<file path="src/rtl/pipe_pkg.sv">
// Shared types and constants for the pipeline stage register.
// Payload layout is {pc, rd, data}; RD_ZERO marks the "no destination" index.
package pipe_pkg;

    localparam int PC_W_DEF   = 64;
    localparam int RD_W_DEF   = 5;
    localparam int DATA_W_DEF = 64;

    typedef struct packed {
        logic [PC_W_DEF-1:0]   pc;
        logic [RD_W_DEF-1:0]   rd;
        logic [DATA_W_DEF-1:0] data;
    } stage_payload_t;

    localparam logic [RD_W_DEF-1:0] RD_ZERO = '0;

endpackage

</file>
<file path="src/rtl/stage_pipe_skid_slot.sv">
// skid_slot: one valid bit plus payload register.
// Clear drops the valid bit and leaves the payload untouched; a load with an
// invalid entry also leaves the payload untouched so outputs only change on
// real transfers.
module skid_slot #(
    parameter int W = 8
) (
    input  logic         clk,
    input  logic         rst_n,
    input  logic         clr_i,
    input  logic         load_i,
    input  logic         vld_i,
    input  logic [W-1:0] pay_i,
    output logic         vld_o,
    output logic [W-1:0] pay_o
);

    logic         vld_q;
    logic [W-1:0] pay_q;

    // Valid/payload register: clear has priority over load.
    always_ff @(posedge clk or negedge rst_n) begin
        if (!rst_n) begin
            vld_q <= 1'b0;
            pay_q <= '0;
        end else if (clr_i) begin
            vld_q <= 1'b0;
        end else if (load_i) begin
            vld_q <= vld_i;
            if (vld_i) begin
                pay_q <= pay_i;
            end
        end
    end

    assign vld_o = vld_q;
    assign pay_o = pay_q;

endmodule

</file>
<file path="src/rtl/stage_pipe_skid.sv">
// stage_pipe_skid: valid/ready pipeline stage with a one-entry skid buffer.
// M drives the outputs, S catches the entry that arrives while M is stalled.
// in_ready is simply !S.valid, so there is no combinational path from
// out_ready back to in_ready.
// Optional feature: define STAGE_PIPE_PERF_EN to add stall/flush counters.
module stage_pipe_skid
    import pipe_pkg::*;
#(
    parameter int PC_W   = 64,
    parameter int RD_W   = 5,
    parameter int DATA_W = 64,
    parameter int CNT_W  = 32
) (
    input  logic              clk,
    input  logic              rst_n,
    input  logic              flush,
    input  logic              in_valid,
    output logic              in_ready,
    input  logic [PC_W-1:0]   in_pc,
    input  logic [RD_W-1:0]   in_rd,
    input  logic [DATA_W-1:0] in_data,
    output logic              out_valid,
    input  logic              out_ready,
    output logic [PC_W-1:0]   out_pc,
    output logic [RD_W-1:0]   out_rd,
    output logic [DATA_W-1:0] out_data,
`ifdef STAGE_PIPE_PERF_EN
    output logic [CNT_W-1:0]  perf_stall_cnt,
    output logic [CNT_W-1:0]  perf_flush_cnt,
`endif
    output logic              out_wb_en
);

    localparam int PAY_W = PC_W + RD_W + DATA_W;

    logic             m_valid, s_valid;
    logic [PAY_W-1:0] m_pay, s_pay, in_pay;
    logic             acc, drain;
    logic             m_vld_d, s_load, s_vld_d;
    logic [PAY_W-1:0] m_pay_d;

    assign in_pay = {in_pc, in_rd, in_data};
    assign acc    = in_valid & in_ready;
    assign drain  = !m_valid | out_ready;

    // M is refilled whenever it drains: from S if S holds an older entry,
    // otherwise straight from the input.
    assign m_vld_d = s_valid | acc;
    assign m_pay_d = s_valid ? s_pay : in_pay;

    // S empties when it hands over to M, and fills when M is stalled.
    assign s_load  = (drain & s_valid) | (!drain & acc);
    assign s_vld_d = !drain & acc;

    skid_slot #(.W(PAY_W)) u_slot_m (
        .clk    (clk),
        .rst_n  (rst_n),
        .clr_i  (flush),
        .load_i (drain),
        .vld_i  (m_vld_d),
        .pay_i  (m_pay_d),
        .vld_o  (m_valid),
        .pay_o  (m_pay)
    );

    skid_slot #(.W(PAY_W)) u_slot_s (
        .clk    (clk),
        .rst_n  (rst_n),
        .clr_i  (flush),
        .load_i (s_load),
        .vld_i  (s_vld_d),
        .pay_i  (in_pay),
        .vld_o  (s_valid),
        .pay_o  (s_pay)
    );

    assign in_ready  = !s_valid;
    assign out_valid = m_valid;
    assign {out_pc, out_rd, out_data} = m_pay;
    assign out_wb_en = m_valid & (out_rd != RD_W'(RD_ZERO));

`ifdef STAGE_PIPE_PERF_EN
    logic [CNT_W-1:0] stall_cnt_q, flush_cnt_q;

    // Stall cycles and flushes that actually discarded something; both wrap.
    always_ff @(posedge clk or negedge rst_n) begin
        if (!rst_n) begin
            stall_cnt_q <= '0;
            flush_cnt_q <= '0;
        end else begin
            if (m_valid & !out_ready) begin
                stall_cnt_q <= stall_cnt_q + 1'b1;
            end
            if (flush & (m_valid | s_valid)) begin
                flush_cnt_q <= flush_cnt_q + 1'b1;
            end
        end
    end

    assign perf_stall_cnt = stall_cnt_q;
    assign perf_flush_cnt = flush_cnt_q;
`endif

    // S only ever holds an entry younger than the one in M.
    a_skid_implies_main: assert property (@(posedge clk) disable iff (!rst_n) s_valid |-> m_valid);

endmodule

</file>
<file path="config.mk">
export PLATFORM = sky130hd
export DESIGN_NAME = stage_pipe_skid
export DESIGN_NICKNAME = d
export VERILOG_FILES = /design/src/rtl/pipe_pkg.sv /design/src/rtl/stage_pipe_skid_slot.sv /design/src/rtl/stage_pipe_skid.sv
export SDC_FILE = /design/constraint.sdc
export NUM_CORES = 1
export LEC_CHECK = 0
export ABC_AREA = 1
export ABC_CLOCK_PERIOD_IN_PS = 2900
export CORE_AREA = 4 4 197 123
export DETAILED_ROUTE_END_ITERATION = 16
export DIE_AREA = 0 0 201 127
export DONT_BUFFER_PORTS = 1
export PLACE_DENSITY_LB_ADDON = 0.2
export SLEW_MARGIN = 10
export SYNTH_ARGS = -nofsm -noshare
export SYNTH_HDL_FRONTEND = slang
export SYNTH_SLANG_ARGS = --single-unit
</file>
<file path="constraint.sdc">
create_clock -name clk -period 2.9 [get_ports clk]
set_clock_uncertainty 0.15 [all_clocks]
set_input_delay 0.29 -clock clk [delete_from_list [all_inputs] [get_ports clk]]
set_output_delay 0.29 -clock clk [all_outputs]
set_load 0.05 [all_outputs]
</file>
* After elaboration in Yosys (flattened, before gate mapping)
Cells that the tools add are included.
** Storage, ports and cells
- Bits in registers :: 268
- Output and inout bits :: 136
- Word-level logic and storage cells :: 25
** Operators by class
- Multiplexer cells :: 5
- Bitwise gates (word level) :: 8
- Reductions and logical operators :: 8
** Operators with widths (number)
- $mux W133 :: 1
- $reduce_and A3 Y1 :: 2
- $reduce_bool A5 Y1 :: 1
- $and A1 B1 Y1 :: 4
- $mux W1 :: 4
- $reduce_bool A2 Y1 :: 2
- $logic_not A1 Y1 :: 3
- $or A1 B1 Y1 :: 3
- $not A1 Y1 :: 1

* Depth between registers and ports, before layout
Gate-level depths: netlist of the first run.
- Depth in word-level cells :: 7
- Mapped depth :: 8

* Modules after synthesis
Synthesis of the first run repeated with hierarchy kept, for this count alone.
** Unflattened totals
- Cell total of the unflattened synthesis :: 1632
- Area, all modules :: 12704.7 um2
** By module, submodules not included
- skid_slot :: instances 2, cells each 595, area an instance 5477.8 um2
- stage_pipe_skid :: instances 1, cells each 442, area an instance 1749.2 um2

* Worst setup path before layout of the first run
Ideal clock, no wire load.
- Path type :: reg-to-reg
- From :: register u_slot_m.vld_q, in the netlist u_slot_m.vld_o
- To :: register u_slot_m.pay_q[64], in the netlist u_slot_m.pay_o[64]
- Library setup time :: 66 ps
- Arrival :: 1516 ps
- Required time :: 2684 ps
- Path slack :: 1168 ps
- Stages on the path, launching flop included :: 8
- Buffers on the path :: 3
- Cells stage by stage :: dfrtp_1 > nand2_1 > buf_4 > nand3_2 > buf_4 > buf_2 > nand2_1 > nand2_1
** Between the ends
- Cells in the longest elaborated chain, start to end :: 3
** RTL lines
- start: declaration :: RTL line stage_pipe_skid_slot.sv:18 : logic vld_q;
- start signal: assignment :: RTL line stage_pipe_skid_slot.sv:29 : vld_q <= vld_i;
- $logic_not A1 Y1 :: RTL line stage_pipe_skid.sv:44 : assign drain = !m_valid | out_ready;
- $or A1 B1 Y1 :: RTL line stage_pipe_skid.sv:44
- $reduce_and A3 Y1 (no source line)
- end signal: assignment :: RTL line stage_pipe_skid_slot.sv:31 : pay_q <= pay_i;
- end: declaration :: RTL line stage_pipe_skid_slot.sv:19 : logic [W-1:0] pay_q;
Every way passes these cells.
A chain may end at the register's enable or synchronous reset.

* Worst setup path in the final report of the first run
- From :: register u_slot_m.pay_q[65], in the netlist u_slot_m.pay_o[65]
- To :: output out_wb_en
** Between the ends
- Cells in the longest elaborated chain, start to end :: 2
** RTL lines
- $reduce_bool A5 Y1 :: RTL line stage_pipe_skid.sv:80 : assign out_wb_en = m_valid & (out_rd != RD_W'(RD_ZERO));
- $and A1 B1 Y1 :: RTL line stage_pipe_skid.sv:80
- end: declaration :: RTL line stage_pipe_skid.sv:31 : output logic out_wb_en
Every way passes these cells.

==> qor.txt, run 1 <==
==============================================================================
Area of the core ................................................    22500 um2
Peak fanout along the critical path .............................            3
TritonCTS clock tree ............................................         done
Number of buffers added to fix hold violations after cts ........          136
Type of destination of the critical path ........................   output pin
DIE AREA ........................................................    25500 um2
Post-CTS Repair Setup Buffers ...................................            0
Final Cycle Share ...............................................        81.9%
Initial cell density of the core ................................        53.9%
Distinct cell type count of the synthesized netlist .............           16
Number of iterations in the first detailed-routing pass .........            6
Count of antenna-violating nets left after detailed routing .....            0
IO Pins .........................................................          274
Maximum count of clock buffers along a single path ..............            3
GP Congestion ...................................................        0.785
Number of buffer and inverter stages on the critical path .......            1
Critical Setup Path Class .......................................   reg -> out
DRC violations left .............................................            0
Cells after Synth ...............................................         1600
FP Rows .........................................................           43
Critical Path RT ................................................      2.46 ns
Post-layout net count ...........................................         1805
Cell type contributing the most total cell area after synthesis . sky130_fd_sc_hd__dfrtp_1
H-tree Lvls .....................................................            1
Most area-consuming cells after synthesis ....................... sky130_fd_sc_hd__dfrtp_1, sky130_fd_sc_hd__nand2_1, sky130_fd_sc_hd__nand3_1
Worst Hold Class ................................................  in -> async
Overall via count from detail_route .............................        10872
Sequential area share after synthesis ...........................        55.2%
Critical path, cell by cell ..................................... nor2_1 > nand2_1 > o21ai_0 > inv_1
Share of the synthesized area in the top cell type ..............        55.2%
Skew-Pair Late Insertion Delay ..................................      0.53 ns
Gr usage total ..................................................        26.7%
Final setup violating endpoints .................................            0
Number of clock buffers inserted by TritonCTS ...................           27
Leakage power ...................................................   0.00789 uW
Share of layout cells above drive strength 1 ....................        4.04%
Final cell utilization of the core ..............................        64.4%
Net count of the mapped netlist .................................         1738
Maximum clock frequency .........................................    0.421 GHz
Cells resized by post-CTS repair ................................            0
Area growth from synthesis to final layout ......................        19.4%
Wire length of the first global-routing pass ....................      57.0 mm
Floorplan die height ............................................       127 um
Maximum number of pins on one net before global-route repair ....          269
Final hold violations ...........................................          268
Peak supply drop ................................................       387 uV
Power per cell area .............................................   737 nW/um2
Kind of start point of the critical path ........................    flip-flop
Total number of clock tree sinks ................................          268
Average instance area after synthesis ...........................     7.60 um2
Global-route congestion overflow total ..........................            0
Worst-margin pin slew ...........................................     0.954 ns
Sum of negative setup slack .....................................         0 ns
Max-capacitance violation count .................................            0
Dominant delay contributor by cell family on the critical path ..   flip-flops
Clock-pin transition on the worst setup and hold timing paths ...      0.06 ns
Horizontal die dimension ........................................       201 um
Violated checks .................................................  hold timing
Setup repair after global routing missed its margin .............        false
Cell with the biggest individual delay on the critical path ..... sky130_fd_sc_hd__dfrtp_1
Via density per instance ........................................         5.49
#FFs+latches synth ..............................................          268
Hpwl dp .........................................................      18.9 mm
Mapped cell area ................................................    12200 um2
Post-layout minimum cycle time ..................................      2.37 ns
Starting DRC count in detailed routing ..........................          858
Count of final max-slew check failures ..........................            0
Number of global-route vias before repair .......................        10582
Synth warn ......................................................            0
Outcome ......................................................... complete, but fails checks
Hold slack ......................................................    -0.687 ns
Critical Path AT ................................................      1.93 ns
Wire length per cell ............................................      17.5 um
Worst slew margin ...............................................        36.4%
Initial antenna violation count .................................            2
Largest stage delay, worst path .................................      0.66 ns
Root buffer cell ................................................ sky130_fd_sc_hd__clkbuf_16
Number of port buffers ..........................................            0
Post-detailed-routing wire length ...............................      34.7 mm
==============================================================================
## worst register-to-register path: cells and delay by family (launching register included)
family	cells	cell delay [ns]
buffers and inverters	2	1.13
AOI/OAI and AO/OA	1	0.14
and+or+nand+nor	1	0.12
DFF	1	0.42
## per-stage QoR
| step | total power [uW] | cell area [um2] | hold slack, ns | cells | setup slack [ns] |
|---|---|---|---|---|---|
| floorplan | 6710 | 12200 | -0.156 | 1600 | 1.17 |
| global placement | 7000 | 12300 | -0.150 | 1794 | 1.02 |
| global route | 11200 | 14500 | -0.713 | 1978 | 0.437 |
| CTS | 10700 | 14500 | -0.706 | 1976 | 0.504 |
| detailed placement | 7060 | 12300 | -0.150 | 1794 | 0.975 |
| finish | 10700 | 14500 | -0.687 | 1979 | 0.526 |
## registers in the layout, indices dropped and copies added, names as in the netlist
| name | count |
|---|---|
| u_slot_s.vld_o | 1 |
| u_slot_m.pay_o | 133 |
| u_slot_s.pay_o | 133 |
| u_slot_m.vld_o | 1 |
## synthesized netlist by cell type
cell,n
sky130_fd_sc_hd__nand2_1,934
sky130_fd_sc_hd__dfrtp_1,268
sky130_fd_sc_hd__nand3_1,266
sky130_fd_sc_hd__buf_2,55
sky130_fd_sc_hd__clkbuf_1,39
sky130_fd_sc_hd__buf_1,16
sky130_fd_sc_hd__buf_4,4
sky130_fd_sc_hd__inv_1,3
sky130_fd_sc_hd__inv_2,3
sky130_fd_sc_hd__nor2_1,3
sky130_fd_sc_hd__nand3_2,2
sky130_fd_sc_hd__nor2_2,2
sky130_fd_sc_hd__nor2_4,2
sky130_fd_sc_hd__a21oi_1,1
sky130_fd_sc_hd__nor3_1,1
sky130_fd_sc_hd__o21ai_0,1
## cell type report
type / instances / area (um2)
Clock inverter: 4 / 51.3
Clock buffer: 42 / 832
Antenna cell: 3 / 7.51
Timing Repair Buffer: 152 / 1580
Multi-Input combinational cell: 1212 / 4950
Tap cell: 292 / 365
Sequential cell: 268 / 6710
Inverter: 6 / 25.0
Fill cell: 1918 / 8020
## path summary, 6_finish.rpt
path / depth (start not counted) / end / start / slack (ns)
worst max register to register: 4 / u_slot_m.vld_o$_DFFE_PN0P_ / u_slot_m.vld_o$_DFFE_PN0P_ / 0.82
worst min register to register: 2 / u_slot_s.pay_o[108]$_DFFE_PN0P_ / u_slot_s.pay_o[108]$_DFFE_PN0P_ / 0.32
max in group asynchronous: 0 / u_slot_m.pay_o[98]$_DFFE_PN0P_ / rst_n / 2.51
min in group clk: 4 / u_slot_m.pay_o[62]$_DFFE_PN0P_ / flush / 0.05
worst min-delay path: 0 / u_slot_m.pay_o[78]$_DFFE_PN0P_ / rst_n / -0.69
worst max-delay path: 4 / out_wb_en / u_slot_m.pay_o[65]$_DFFE_PN0P_ / 0.53
## where the power goes
part | internal [uW] | total, uW | switching, uW | leakage (uW)
Sequential | 4430 | 5980 | 1550 | 0.00336
Clock | 2050 | 3490 | 1450 | 0.000433
Combinational | 504 | 1220 | 715 | 0.00409
## routing by layer
| layer | global-route usage (%) | vias to the layer above | routed length, um |
|---|---|---|---|
| met5 | 0 | - | 0 |
| met4 | 6.51 | 0 | 738 |
| met3 | 7.89 | 54 | 3270 |
| met2 | 41.0 | 457 | 15600 |
| met1 | 38.0 | 5225 | 15100 |
| li1 | - | 5136 | - |
## cells in the final DEF (no fill, tap or decap)
master	n
sky130_fd_sc_hd__bufinv_16	1
sky130_fd_sc_hd__nand3_4	2
sky130_fd_sc_hd__nor2_4	3
sky130_fd_sc_hd__clkbuf_16	27
sky130_fd_sc_hd__nor2_1	3
sky130_fd_sc_hd__clkinv_2	1
sky130_fd_sc_hd__nand2_4	1
sky130_fd_sc_hd__clkbuf_8	10
sky130_fd_sc_hd__dlygate4sd3_1	136
sky130_fd_sc_hd__dfrtp_1	267
sky130_fd_sc_hd__nand2_1	933
sky130_fd_sc_hd__nand3_1	266
sky130_fd_sc_hd__nor3_1	1
sky130_fd_sc_hd__inv_4	1
sky130_fd_sc_hd__clkbuf_1	5
sky130_fd_sc_hd__o21ai_0	1
sky130_fd_sc_hd__buf_4	8
sky130_fd_sc_hd__diode_2	3
sky130_fd_sc_hd__nor2_2	1
sky130_fd_sc_hd__inv_6	1
sky130_fd_sc_hd__buf_12	8
sky130_fd_sc_hd__inv_2	2
sky130_fd_sc_hd__clkinvlp_4	1
sky130_fd_sc_hd__dfrtp_4	1
sky130_fd_sc_hd__a21oi_1	1
sky130_fd_sc_hd__inv_1	3
## kinds of logic (layout without fill, tap and decap cells)
| family | after synthesis | count (layout) | share of synthesized area (%) |
|---|---|---|---|
| AND/OR/NAND/NOR | 1210 | 1210 | 40.4 |
| other | 0 | 3 | 0 |
| flip-flops | 268 | 268 | 55.2 |
| buffers and inverters | 120 | 204 | 4.39 |
| AO/OA/AOI/OAI | 2 | 2 | 0.0822 |
Note: power is estimated with default switching activity, not from simulation.
==> inputs of run 2 (changes only) <==
- ABC_CLOCK_PERIOD_IN_PS: 2900 -> 1900
- clock period: 2.9 -> 1.9 ns (I/O delays scaled with it)
==> run 2 against run 1 <==
Effect of this change: the flow still finishes with violations (hold timing); via count up 0.13%; routed wire length up 0.57%; worst setup slack worse by 0.49 ns; critical path type unchanged; critical endpoint is now in_ready.
==> qor.txt, run 2 (synthesized netlist as in run 1, its figures left out) <==
=============================================================================
Outcome ........................................................ complete, but fails checks
Violated checks ................................................  hold timing
Global-route congestion overflow total .........................            0   unchanged
Count of antenna-violating nets left after detailed routing ....            0   unchanged
H-tree Lvls ....................................................            1   unchanged
Power per cell area ............................................  1120 nW/um2   +52%
Initial antenna violation count ................................            1   -1
Worst Reg2Reg Path Length in Cells .............................            5   +1
Type of destination of the critical path .......................   output pin
Instance count after placement with tap cells included .........         1804   +0.56%
Final hold violations ..........................................          268   unchanged
Global Route met1 Usage ........................................        38.8%   +0.75 points
Final setup violating endpoints ................................            0   unchanged
Worst slew margin ..............................................        63.1%   +27 points
Sum of negative setup slack ....................................         0 ns   unchanged
DIE AREA .......................................................    25500 um2   unchanged
Power Internal .................................................     10800 uW   +55%
Skew-Pair Late Insertion Delay .................................      0.52 ns   about the same
Final Non-Filler Cells .........................................         1987   +0.40%
Relative contribution of sequential cells to total power .......        54.9%   -1.0 points
Max-capacitance violation count ................................            0   unchanged
Via density per instance .......................................         5.48   -0.27%
Peak supply drop ...............................................       770 uV   +99%
Critical path, cell by cell .................................... inv_4 > buf_16
Post-layout minimum cycle time .................................      1.86 ns
Hpwl dp ........................................................      20.0 mm   +5.6%
Most common cell after layout, fill and taps aside ............. sky130_fd_sc_hd__nand2_1
DRC violations left ............................................            0   unchanged
Overall via count from detail_route ............................        10886   +0.13%
Commonest cells after routing, fill and taps aside ............. sky130_fd_sc_hd__nand2_1, sky130_fd_sc_hd__dfrtp_1, sky130_fd_sc_hd__nand3_1
End of the critical path .......................................     in_ready
Floorplan die height ...........................................       127 um   unchanged
Clock-pin transition on the worst setup and hold timing paths ..      0.06 ns   about the same
Starting DRC count in detailed routing .........................          899   +4.8%
Critical Path RT ...............................................      1.56 ns   -0.90 ns
Overall power of the completed layout ..........................     16500 uW   +54%
Clock share of power ...........................................        33.0%   +0.3 points
Wire length per cell ...........................................      17.6 um   +0.17%
Peak-usage layer in the global routing report ..................         met2
Met2 usage in global routing ...................................        41.6%   +0.60 points
Hold slack .....................................................    -0.785 ns   -0.0988 ns
Flop-to-flop setup slack .......................................      0.25 ns   -0.57 ns
Cell with the biggest individual delay on the critical path .... sky130_fd_sc_hd__dfrtp_4
Area growth from synthesis to final layout .....................        20.9%
GP Congestion ..................................................        0.781   -0.43%
Gate power share ...............................................        12.0%   +0.6 points
Maximum count of clock buffers along a single path .............            3   unchanged
Setup repair after global routing missed its margin ............        false
Count of final max-slew check failures .........................            0   unchanged
Beginning of the critical path ................................. u_slot_s.vld_o$_DFFE_PN0P_
Net switching power figure .....................................      5670 uW   +53%
Critical Path AT ...............................................      1.52 ns   -0.41 ns
Post-CTS Repair Setup Buffers ..................................            0   unchanged
Dominant delay contributor by cell family on the critical path .   flip-flops
Maximum number of pins on one net before global-route repair ...          269   unchanged
Number of buffers added to fix hold violations after cts .......          136   unchanged
Critical Setup Path Class ......................................   reg -> out
Number of port buffers .........................................            0   unchanged
Gr usage total .................................................        26.8%   +0.12 points
Switching part of the total ....................................        34.3%   -0.39 points
Worst Hold Class ...............................................  in -> async
Reg2Reg Capture Point .......................................... u_slot_s.pay_o[104]$_DFFE_PN0P_
Kind of start point of the critical path .......................    flip-flop
Post-detailed-routing wire length ..............................      34.9 mm   +0.57%
Leakage power ..................................................   0.00797 uW   +1.1%
Stages on the worst setup path .................................            2   -2
Largest stage delay, worst path ................................      0.54 ns   -0.12 ns
Reg2reg start .................................................. u_slot_s.vld_o$_DFFE_PN0P_
FP Rows ........................................................           43   unchanged
TritonCTS clock tree ...........................................         done
Wire length of the first global-routing pass ...................      56.9 mm   about the same
Horizontal die dimension .......................................       201 um   unchanged
Number of buffer and inverter stages on the critical path ......            2   +1
Post-layout net count ..........................................         1814   +0.50%
Final Cycle Share ..............................................        98.0%
Peak fanout along the critical path ............................           63   +60
Maximum clock frequency ........................................    0.537 GHz
IO Pins ........................................................          274   unchanged
Worst-margin pin slew ..........................................     0.553 ns   -0.400 ns
Root buffer cell ............................................... sky130_fd_sc_hd__clkbuf_16
Number of iterations in the first detailed-routing pass ........            5   -1
Number of clock buffers inserted by TritonCTS ..................           26   -3.7%
Total number of clock tree sinks ...............................          268   unchanged
Initial cell density of the core ...............................        53.9%   unchanged
Share of layout cells above drive strength 1 ...................        4.61%   +0.57 points
Area of the core ...............................................    22500 um2   unchanged
Met3 global-route usage ........................................        6.67%   -1.2 points
Number of global-route vias before repair ......................        10555   -0.26%
=============================================================================
run 2: cell types whose count changed in the layout (fill, tap and decap cells not counted):
cell	before	now
sky130_fd_sc_hd__buf_4	8	11
sky130_fd_sc_hd__bufinv_16	1	3
sky130_fd_sc_hd__buf_12	8	14
sky130_fd_sc_hd__inv_1	3	2
sky130_fd_sc_hd__buf_16	0	1
sky130_fd_sc_hd__o21ai_1	0	1
sky130_fd_sc_hd__diode_2	3	2
sky130_fd_sc_hd__clkinv_2	1	2
sky130_fd_sc_hd__inv_2	2	3
sky130_fd_sc_hd__clkbuf_8	10	7
sky130_fd_sc_hd__inv_6	1	0
sky130_fd_sc_hd__o21ai_0	1	0
run 2: metal layers:
metal  routed length (um)  vias to the layer above  part of all wire [%]
li1                     -                     5154                     -
met1                15300                     5182                    44
met2                15600                      491                    45
met3                 3150                       59                   9.0
met4                  804                        0                   2.3
met5                    0                        -                     0
run 2: worst min-delay path by stage:
stage,start,end,cells past startpoint
finish,rst_n,u_slot_m.pay_o[75]$_DFFE_PN0P_,0
detailed placement,rst_n,u_slot_m.pay_o[75]$_DFFE_PN0P_,0
global route,rst_n,u_slot_m.pay_o[75]$_DFFE_PN0P_,0
floorplan,rst_n,u_slot_m.pay_o[0]$_DFFE_PN0P_,0
global placement,rst_n,u_slot_m.pay_o[75]$_DFFE_PN0P_,0
CTS,rst_n,u_slot_m.pay_o[110]$_DFFE_PN0P_,0
run 2: power by group through the flow:
| stage | Sequential, uW | Clock [uW] | Combinational (uW) |
|---|---|---|---|
| global route | 9190 | 5790 | 2290 |
| floorplan | 8980 | 0 | 1270 |
| CTS | 9060 | 5550 | 1980 |
| finish | 9070 | 5450 | 1980 |
| detailed placement | 9140 | 0 | 1700 |
| global placement | 9130 | 0 | 1600 |
run 2: repair_timing:
action,4_1_cts,5_1_grt
endpoints found under the setup margin,1,1
gates resized for setup,2,1
pin swaps,0,0
hold endpoints to repair,536,268
run 2: layout make-up:
cell class	count	area, um2
clock buffer	39	791
inverter	6	25.0
fill	1817	7840
clock inverter	6	108
multi-input combinational	1212	4950
timing repair buffer	162	1750
antenna	2	5.00
sequential	268	6710
tap	292	365
run 2: through the flow:
stage	util, %	hold slack, ns	worst slack (ns)	instance area [um2]
after floorplan	-	-0.256	0.168	12200
after global placement	55.1	-0.250	0.372	12400
after detailed placement	55.1	-0.249	0.316	12400
after CTS	65.2	-0.805	0.0190	14700
after global routing	65.2	-0.811	0.00179	14700
final	65.2	-0.785	0.0386	14700
==> inputs of run 3 (changes only) <==
- CORE_AREA: 4 4 197 123 -> 4 4 118 204
- DIE_AREA: 0 0 201 127 -> 0 0 122 208
==> run 3 against run 2 <==
Effect of this change: the flow still finishes with violations (hold timing); core utilization is 0.39 points lower; hold slack lost 0.0047 ns; via count shrank 0.74%; clock-buffer cell count is 1 lower; critical path type unchanged; critical endpoint is now out_wb_en; largest cell class unchanged; highest routed layer unchanged.
==> qor.txt, run 3 (synthesized netlist as in run 1, its figures left out) <==
============================================================================
Floorplan die height ..........................................       208 um   +64%
Flop-to-flop setup slack ......................................      0.25 ns   about the same
Clock-pin transition on the worst setup and hold timing paths .      0.06 ns   about the same
Wire length per cell ..........................................      17.2 um   -2.0%
Global-route congestion overflow total ........................            0   unchanged
Count of final max-slew check failures ........................            0   unchanged
Peak fanout along the critical path ...........................            3   -95%
Largest stage delay, worst path ...............................      0.52 ns   -0.02 ns
Placed cell areas .............................................    12400 um2   -0.10%
Critical Setup Path Class .....................................   reg -> out
Root buffer cell .............................................. sky130_fd_sc_hd__clkbuf_16
Maximum clock frequency .......................................    0.550 GHz   +2.4%
Number of global-route vias before repair .....................        10871   +3.0%
Reg2Reg Capture Point ......................................... u_slot_s.pay_o[75]$_DFFE_PN0P_
Post-layout minimum cycle time ................................      1.82 ns   -0.0441 ns
Critical Path RT ..............................................      1.56 ns   about the same
Total number of clock tree sinks ..............................          268   unchanged
Max-capacitance violation count ...............................            0   unchanged
Peak supply drop ..............................................       741 uV   -3.7%
Sum of negative setup slack ...................................         0 ns   unchanged
Critical path, cell by cell ................................... o21ai_1 > inv_1 > buf_4
Reg2reg start ................................................. u_slot_s.vld_o$_DFFE_PN0P_
Final cell utilization of the core ............................        64.8%   -0.39 points
Hold slack ....................................................    -0.790 ns   -0.00466 ns
Storage cell area .............................................     6710 um2   about the same
Number of buffers added to fix hold violations after cts ......          135   -0.74%
IO Pins .......................................................          274   unchanged
Horizontal die dimension ......................................       122 um   -39%
Number of clock buffers inserted by TritonCTS .................           25   -3.8%
Starting DRC count in detailed routing ........................          815   -9.3%
Most common cell after layout, fill and taps aside ............ sky130_fd_sc_hd__nand2_1
TritonCTS clock tree ..........................................         done
Wire length of the first global-routing pass ..................      55.8 mm   -1.9%
DIE AREA ......................................................    25400 um2   -0.59%
Kind of start point of the critical path ......................    flip-flop
Post-layout net count .........................................         1815   +0.055%
Share of layout cells above drive strength 1 ..................        4.60%   about the same
Gr usage total ................................................        27.0%   +0.12 points
Area growth from synthesis to final layout ....................        20.3%
Final hold violations .........................................          268   unchanged
H-tree Lvls ...................................................            1   unchanged
Maximum count of clock buffers along a single path ............            3   unchanged
Leakage power .................................................   0.00794 uW   -0.39%
Fill cell instance count of the final layout ..................         1948   +7.2%
Post-detailed-routing wire length .............................      34.4 mm   -1.6%
Final setup violating endpoints ...............................            0   unchanged
Violated checks ...............................................  hold timing
Worst-margin pin slew .........................................     0.594 ns   +0.0408 ns
Worst Hold Class ..............................................  in -> async
Final Cycle Share .............................................        95.6%   -2.3 points
Area of the multi-input gates .................................     4950 um2   unchanged
Hpwl dp .......................................................      19.5 mm   -2.5%
Overall via count from detail_route ...........................        10805   -0.74%
Initial antenna violation count ...............................            2   +1
DRC violations left ...........................................            0   unchanged
Worst Reg2Reg Path Length in Cells ............................            4   -1
Setup repair after global routing missed its margin ...........        false
Maximum number of pins on one net before global-route repair ..          269   unchanged
Initial cell density of the core ..............................        53.9%   about the same
Area of the core ..............................................    22600 um2   about the same
Number of port buffers ........................................            0   unchanged
Critical Path AT ..............................................      1.48 ns   -0.04 ns
Cell with the biggest individual delay on the critical path ... sky130_fd_sc_hd__dfrtp_2
Skew-Pair Late Insertion Delay ................................      0.53 ns   about the same
Via density per instance ......................................         5.41   -1.2%
Worst slew margin .............................................        60.4%   -2.7 points
Outcome ....................................................... complete, but fails checks
Cell area after layout ........................................    14600 um2   -0.52%
Commonest cells after routing, fill and taps aside ............ sky130_fd_sc_hd__nand2_1, sky130_fd_sc_hd__nand3_1, sky130_fd_sc_hd__dfrtp_1
FP Rows .......................................................           73   +70%
Power per cell area ...........................................  1110 nW/um2   -1.2%
GP Congestion .................................................        0.813   +4.1%
Number of iterations in the first detailed-routing pass .......            6   +1
Count of antenna-violating nets left after detailed routing ...            0   unchanged
Type of destination of the critical path ......................   output pin
============================================================================
-- run 3: metal layers --
layer / vias to the layer above / GRT usage [%] / routed length (um)
li1: 5152 / - / -
met5: - / 0 / 0
met3: 73 / 4.65 / 2660
met2: 436 / 47.9 / 17600
met4: 0 / 10.3 / 1300
met1: 5144 / 32.2 / 12800
-- run 3: what timing repair did --
action                     in CTS  in global routing
setup endpoints to repair       1                  1
resized for setup               2                  1
hold endpoints to repair      536                268
cloned                          0                  0
setup buffers                   1                  0
-- run 3: worst max-delay path: cells and delay by family, from the launching register on --
kind | cells | cell delay (ns)
AO/OA/AOI/OAI | 1 | 0.18
buffers and inverters | 2 | 0.24
flip-flops | 1 | 0.52
-- run 3: metrics by stage --
step / setup WS [ns] / power, uW / hold WS [ns] / cells
global route: 0.0298 / 17000 / -0.816 / 1996
global placement: 0.311 / 10700 / -0.249 / 1814
finish: 0.0827 / 16200 / -0.790 / 1996
detailed placement: 0.286 / 10800 / -0.249 / 1814
CTS: 0.0162 / 16400 / -0.815 / 1994
floorplan: 0.168 / 10200 / -0.256 / 1600
-- run 3: area by class of cell --
type                    count  area share, %
multi-input cells        1212           33.8
well taps                 300           2.57
diodes                      2         0.0342
repair buffers            164           11.8
inverters                   6          0.171
clock inverters             6          0.719
clock buffers              38           5.02
flip-flops and latches    268           45.9
-- run 3: worst max-delay path by stage --
| stage | startpoint | to | cells past startpoint |
|---|---|---|---|
| after floorplan | u_slot_m.vld_o$_DFFE_PN0P_ | u_slot_m.pay_o[64]$_DFFE_PN0P_ | 7 |
| final | u_slot_m.pay_o[68]$_DFFE_PN0P_ | out_wb_en | 3 |
| after global placement | u_slot_s.vld_o$_DFFE_PN0P_ | u_slot_m.pay_o[59]$_DFFE_PN0P_ | 6 |
| after CTS | u_slot_m.pay_o[68]$_DFFE_PN0P_ | out_wb_en | 3 |
| after detailed placement | u_slot_s.vld_o$_DFFE_PN0P_ | u_slot_s.pay_o[26]$_DFFE_PN0P_ | 4 |
| after global routing | u_slot_m.pay_o[65]$_DFFE_PN0P_ | out_wb_en | 5 |
-- run 3: where the power goes --
| part | switching [uW] | internal, uW | leakage, uW |
|---|---|---|---|
| clock network | 2150 | 3060 | 0.000414 |
| logic | 1130 | 804 | 0.00417 |
| registers | 2330 | 6760 | 0.00336 |
| total | 5600 | 10600 | 0.00794 |
